[src/rtl/mem_arb_pkg.sv]
// ============================================================================
// mem_arb_pkg : shared types and access-size encodings for the memory arbiter
// Revision 1.0
// ============================================================================
`default_nettype none

package mem_arb_pkg;

  typedef enum logic [1:0] {
    ST_IDLE = 2'd0,
    ST_BUSY = 2'd1,
    ST_RESP = 2'd2
  } state_t;

  typedef enum logic [1:0] {
    OWN_NONE = 2'd0,
    OWN_IF   = 2'd1,
    OWN_DM   = 2'd2
  } owner_t;

  // Addressing-control encodings shared with the memory stage (bit 2 = unsigned)
  localparam logic [2:0] SIZE_B  = 3'b000;
  localparam logic [2:0] SIZE_H  = 3'b001;
  localparam logic [2:0] SIZE_W  = 3'b010;
  localparam logic [2:0] SIZE_BU = 3'b100;
  localparam logic [2:0] SIZE_HU = 3'b101;

endpackage

`default_nettype wire

[src/rtl/mem_arb_grant.sv]
// ============================================================================
// mem_arb_grant : data-priority grant selection with fetch starvation counter
// Revision 1.0
// ============================================================================
`default_nettype none

module mem_arb_grant
  import mem_arb_pkg::*;
#(
  parameter int STARVE_MAX = 4
) (
  input  logic   clk,
  input  logic   rst,
  input  logic   en,
  input  logic   if_req,
  input  logic   dm_req,
  output owner_t grant
);

  localparam int               CNT_W      = $clog2(STARVE_MAX + 1);
  localparam logic [CNT_W-1:0] STARVE_LIM = CNT_W'(STARVE_MAX);

  logic [CNT_W-1:0] starve_cnt;
  logic             starve_full;

  assign starve_full = (starve_cnt == STARVE_LIM);

  always_comb begin
    grant = OWN_NONE;
    if (en) begin
      if (if_req && (!dm_req || starve_full)) begin
        grant = OWN_IF;
      end else if (dm_req) begin
        grant = OWN_DM;
      end
    end
  end

  // Counts data grants that bypassed a waiting fetch; saturates at the limit
  always_ff @(posedge clk) begin
    if (rst) begin
      starve_cnt <= '0;
    end else begin
      case (grant)
        OWN_IF: starve_cnt <= '0;
        OWN_DM: begin
          if (!if_req) begin
            starve_cnt <= '0;
          end else if (!starve_full) begin
            starve_cnt <= starve_cnt + CNT_W'(1);
          end
        end
        default: ;
      endcase
    end
  end

endmodule

`default_nettype wire

[src/rtl/mem_port_arbiter.sv]
// ============================================================================
// mem_port_arbiter : shares one variable-latency memory port between fetch
//                    and data requesters, with timeout abort
// Revision 1.0
// ============================================================================
`default_nettype none

module mem_port_arbiter
  import mem_arb_pkg::*;
#(
  parameter int ADDR_W     = 32,
  parameter int DATA_W     = 32,
  parameter int STARVE_MAX = 4,
  parameter int TIMEOUT    = 255
) (
  input  logic              clk,
  input  logic              rst,
  input  logic              if_req,
  input  logic [ADDR_W-1:0] if_addr,
  output logic [DATA_W-1:0] if_rdata,
  output logic              if_ready,
  input  logic              dm_req,
  input  logic              dm_we,
  input  logic [ADDR_W-1:0] dm_addr,
  input  logic [DATA_W-1:0] dm_wdata,
  input  logic [2:0]        dm_size,
  output logic [DATA_W-1:0] dm_rdata,
  output logic              dm_ready,
  output logic              mem_req,
  output logic              mem_we,
  output logic [ADDR_W-1:0] mem_addr,
  output logic [DATA_W-1:0] mem_wdata,
  output logic [2:0]        mem_size,
  input  logic [DATA_W-1:0] mem_rdata,
  input  logic              mem_ack,
  output logic              stall_if,
  output logic              stall_dm,
  output logic              err_timeout
);

  localparam int              TO_W    = $clog2(TIMEOUT + 1);
  localparam logic [TO_W-1:0] TO_LAST = TO_W'(TIMEOUT - 1);

  state_t            state;
  state_t            next_state;
  owner_t            owner;
  owner_t            grant;
  logic [ADDR_W-1:0] addr_q;
  logic [DATA_W-1:0] wdata_q;
  logic [2:0]        size_q;
  logic              we_q;
  logic [TO_W-1:0]   to_cnt;
  logic [DATA_W-1:0] if_rdata_q;
  logic [DATA_W-1:0] dm_rdata_q;
  logic              err_q;
  logic              timeout_hit;

  mem_arb_grant #(
    .STARVE_MAX (STARVE_MAX)
  ) u_grant (
    .clk    (clk),
    .rst    (rst),
    .en     (state == ST_IDLE),
    .if_req (if_req),
    .dm_req (dm_req),
    .grant  (grant)
  );

  assign timeout_hit = (state == ST_BUSY) && !mem_ack && (to_cnt == TO_LAST);

  always_ff @(posedge clk) begin
    if (rst) begin
      state <= ST_IDLE;
    end else begin
      state <= next_state;
    end
  end

  always_comb begin
    next_state = state;
    case (state)
      ST_IDLE: if (grant != OWN_NONE) next_state = ST_BUSY;
      ST_BUSY: begin
        if (mem_ack) begin
          next_state = ST_RESP;
        end else if (timeout_hit) begin
          next_state = ST_IDLE;
        end
      end
      ST_RESP: next_state = ST_IDLE;
      default: next_state = ST_IDLE;
    endcase
  end

  // Request latches and read-data capture; a timeout drops the transaction
  always_ff @(posedge clk) begin
    if (rst) begin
      owner      <= OWN_NONE;
      addr_q     <= '0;
      wdata_q    <= '0;
      size_q     <= '0;
      we_q       <= 1'b0;
      to_cnt     <= '0;
      if_rdata_q <= '0;
      dm_rdata_q <= '0;
      err_q      <= 1'b0;
    end else begin
      err_q <= timeout_hit;
      case (state)
        ST_IDLE: begin
          to_cnt <= '0;
          case (grant)
            OWN_IF: begin
              owner   <= OWN_IF;
              addr_q  <= if_addr;
              wdata_q <= '0;
              size_q  <= SIZE_W;
              we_q    <= 1'b0;
            end
            OWN_DM: begin
              owner   <= OWN_DM;
              addr_q  <= dm_addr;
              wdata_q <= dm_wdata;
              size_q  <= dm_size;
              we_q    <= dm_we;
            end
            default: ;
          endcase
        end
        ST_BUSY: begin
          if (mem_ack) begin
            to_cnt <= '0;
            if (owner == OWN_IF) begin
              if_rdata_q <= mem_rdata;
            end else begin
              dm_rdata_q <= mem_rdata;
            end
          end else if (timeout_hit) begin
            to_cnt <= '0;
            owner  <= OWN_NONE;
          end else begin
            to_cnt <= to_cnt + TO_W'(1);
          end
        end
        ST_RESP: owner <= OWN_NONE;
        default: owner <= OWN_NONE;
      endcase
    end
  end

  assign mem_req     = (state == ST_BUSY);
  assign mem_we      = mem_req & we_q;
  assign mem_addr    = addr_q;
  assign mem_wdata   = wdata_q;
  assign mem_size    = size_q;
  assign if_ready    = (state == ST_RESP) && (owner == OWN_IF);
  assign dm_ready    = (state == ST_RESP) && (owner == OWN_DM);
  assign if_rdata    = if_rdata_q;
  assign dm_rdata    = dm_rdata_q;
  assign stall_if    = if_req & ~if_ready;
  assign stall_dm    = dm_req & ~dm_ready;
  assign err_timeout = err_q;

endmodule

`default_nettype wire
[config.mk]
export PLATFORM = sky130hd
export DESIGN_NAME = mem_port_arbiter
export DESIGN_NICKNAME = d
export VERILOG_FILES = /design/src/rtl/mem_arb_pkg.sv /design/src/rtl/mem_arb_grant.sv /design/src/rtl/mem_port_arbiter.sv
export SDC_FILE = /design/constraint.sdc
export NUM_CORES = 1
export LEC_CHECK = 0
export ABC_CLOCK_PERIOD_IN_PS = 2900
export CORE_MARGIN = 3
export CORE_UTILIZATION = 42
export DETAILED_ROUTE_END_ITERATION = 10
export GPL_TIMING_DRIVEN = 0
export MAX_ROUTING_LAYER = met4
export PLACE_DENSITY = 0.8
export SLEW_MARGIN = 20
export SYNTH_ARGS = -nofsm -noshare
export SYNTH_HDL_FRONTEND = slang
export SYNTH_SLANG_ARGS = --single-unit
[constraint.sdc]
create_clock -name clk -period 2.9 [get_ports clk]
set_clock_uncertainty 0.05 [all_clocks]
set_input_delay 0.29 -clock clk [delete_from_list [all_inputs] [get_ports clk]]
set_output_delay 0.29 -clock clk [all_outputs]
set_load 0.02 [all_outputs]
==> summary.md <==
| Metric | Value |
|---|---|
| Initial Util | `0.430` |
| CTS H-tree lvls | `4` |
| Worst EP arrival | `2.23 ns` |
| Delay of the slowest critical-path stage | `0.72 ns` |
| Slowest stage cell, crit path | `clkdlybuf4s50_1` |
| Fill cells | `1208` |
| Hold Path Stages | `2` |
| Sequential-to-total area share from yosys stat | `0.472` |
| Final instance area | `9870 sq um` |
| Total Power | `6.11 mW` |
| Residual DRC | `0` |
| WS Path Type | `reg -> out` |
| Cells along the critical path | `buf_6 > nor4bb_1 > clkdlybuf4s50_1` |
| Critical Path Fanout Max | `10` |
| Post-synth top area share | `0.472` |
| Layout area overhead | `57.3%` |
| Largest net degree at the start of global routing | `17` |
| Mapped Nets | `845` |
| Reg2Reg Depth | `11` |
| Worst R2R Start | `state[1]` |
| Hold Startpoint | `mem_wdata[19]` |
| Pins Over Slew Limit | `0` |
| Vias in the first global route | `6218` |
| Post-CTS setup buffer count | `0` |
| Placement Rows | `44` |
| CP Capture Type | `output pin` |
| CTS root buf | `clkbuf_16` |
| Endpoints failing hold | `0` |
| DPL Wire Length | `16100 microns` |
| Max Freq | `390 MHz` |
| WP data required | `2.56 ns` |
| PwrDens | `619 nW/um^2` |
| Leak | `3.42 nW` |
| MaxCap Viol Count | `0` |
| ANT nets after route | `0` |
| Final setup violation count | `0` |
| Post-synth top flop | `dfxtp_1` |
| Endpoint, Worst Hold | `mem_wdata[19]` |
| Min-Delay Path Class | `reg -> reg` |
| # IOs | `275` |
| Final #Nets | `1138` |
| PostCTS Resize Cnt | `0` |
| Rel. slew slack | `0.486` |
| Hold buffer count at cts | `0` |
| Syn Std Cell Area | `6270 sq um` |
| Area after DPL | `9250 sq um` |
| Hold Slack | `0.398 ns` |
| Drt initial violations | `473` |
| Die Ht | `128 microns` |
| Startpoint Class | `flip-flop` |
| Fin util | `0.677` |
| Layout cells sized above 1 | `0.106` |
| Drt total wl | `21500 microns` |
| RSZ-0062 raised after global routing | `no` |
| RR Endpoint | `mem_wdata[19]` |
| Cell taking the most area after synthesis | `dfxtp_1` |
| Fin crit share | `0.885` |
| Flop2flop setup slack | `0.44 ns` |
| Max Root-Sink Buffers | `2` |
| Initial antenna violation count | `0` |
| Die width | `128 microns` |
| Core area | `14600 sq um` |
| TritonCTS sink count | `148` |
| Status | `finished, final reports clean` |
| Post-Syn Area per Cell | `8.94 sq um` |
| Vias per inst | `5.36` |
| Tot GR Track Use | `0.260` |
| Fin Setup TNS | `0 ns` |
| CTS tree | `yes` |
| I/O Buffers | `274` |
| Min Clock Period, post-route | `2.57 ns` |
| TritonCTS Buffers | `17` |
| Number of iterations in the first detailed-routing pass | `7` |
| Max rail drop VDD | `0.000430 V` |
| Clk Latency, worst-skew pair | `0.42 ns` |
| First-pass GRT wire length | `32700 microns` |
| GPL Wtd Cong | `0.841` |
| GRT overflow | `0` |
| Synth area leaders | `dfxtp_1, a21oi_1, nand3_1` |
| Die ar. | `16400 sq um` |
| Post-synth ARST share | `0` |
| Netlist cell types | `45` |
| Worst Max-Slew Pin Slew | `0.771 ns` |
| Post-synth EDFFs | `0` |
| CTS clock-pin slew for the worst setup and hold paths | `0.06 ns` |
| Routed length per instance | `18.1 microns` |
| Via count | `6389` |
| Synth Instances | `702` |
| Flops & latches, synth | `148` |
| Synth warnings | `0` |
-- report_power, final --
part           switching, mW  internal [mW]
Clock                  0.857           1.46
Combinational          0.847          0.688
Sequential            0.0796           2.18
Total                   1.78           4.33
-- worst max-delay path, delay by kind of cell (launching register included) --
family,cells,cell delay [ns]
DFF,1,0.36
and+or+nand+nor,1,0.58
buffers and inverters,2,0.88
-- how the worst max path moves through the flow --
stage | startpoint | endpoint | depth (start not counted)
final | state[0] | dm_ready | 3
after CTS | owner[1] | if_ready | 4
after floorplan | state[1] | mem_wdata[10] | 10
after global routing | state[0] | dm_ready | 3
after global placement | if_req | mem_wdata[19] | 10
after detailed placement | if_req | mem_wdata[19] | 10
-- state kept, by name, summed over array words and instances (netlist names), 3 cells and up --
name / count
dm_rdata: 32
if_rdata: 32
mem_addr: 32
mem_size: 3
mem_wdata: 32
to_cnt: 8
u_grant.starve_cnt: 3
-- per-layer routing --
layer / track usage / up-vias / share of wire
met5: - / - / 0
met4: 0.0836 / 0 / 0.023
met3: 0.0688 / 37 / 0.084
met2: 0.449 / 255 / 0.51
met1: 0.291 / 3017 / 0.38
li1: - / 3080 / -
-- area by class of cell --
class / instances / area [sq um] / area share
diodes: 1 / 2.50 / 0.000253
multi-input cells: 477 / 2900 / 0.293
well taps: 184 / 230 / 0.0233
plain buffers: 70 / 388 / 0.0393
clock inverters: 12 / 180 / 0.0182
clock buffers: 19 / 443 / 0.0449
flip-flops and latches: 148 / 2960 / 0.300
repair buffers: 274 / 2740 / 0.278
inverters: 7 / 26.3 / 0.00266
-- kinds of logic after synthesis --
family,count (synthesis),synth area share
adders and majority gates,6,0.0120
and+or+nand+nor,214,0.171
muxes,33,0.0526
DFF,148,0.472
xor gates and xnor gates,5,0.00698
AOI/OAI and AO/OA,219,0.220
buffers and inverters,77,0.0660
-- Yosys cell counts, drive strengths merged, types with 2 or more instances --
master  count
a211oi     33
a21oi     107
a22oi       2
a311oi      2
and2        2
buf        40
clkbuf     30
dfxtp     148
ha          6
inv         7
mux2i      33
nand2      39
nand2b      2
nand3     104
nand3b      3
nand4b      2
nor2       40
nor2b       7
nor3        2
nor3b       3
o21ai      69
or3         2
or3b        2
xnor2       2
xor2        3
-- placed cells by master, fill, tap and decap left out, drive strengths merged, types with 4 or more instances in the layout --
cell type and count:
clkbuf 49, bufinv 4, inv 8, nand2 39, a211oi 33, nand3 104, dfxtp 148, a21oi 107
o21ai 69, clkdlybuf4s50 274, clkinv 5, mux2i 33, buf 40, nor2 40, ha 6, nor2b 7
-- stage by stage --
step                setup slack (ns)  cells
floorplan                      0.772    702
global placement               0.430   1160
detailed placement             0.418   1160
CTS                            0.323   1191
global route                   0.252   1191
finish                         0.333   1192
No activity file was read; power rests on OpenSTA's default activity.
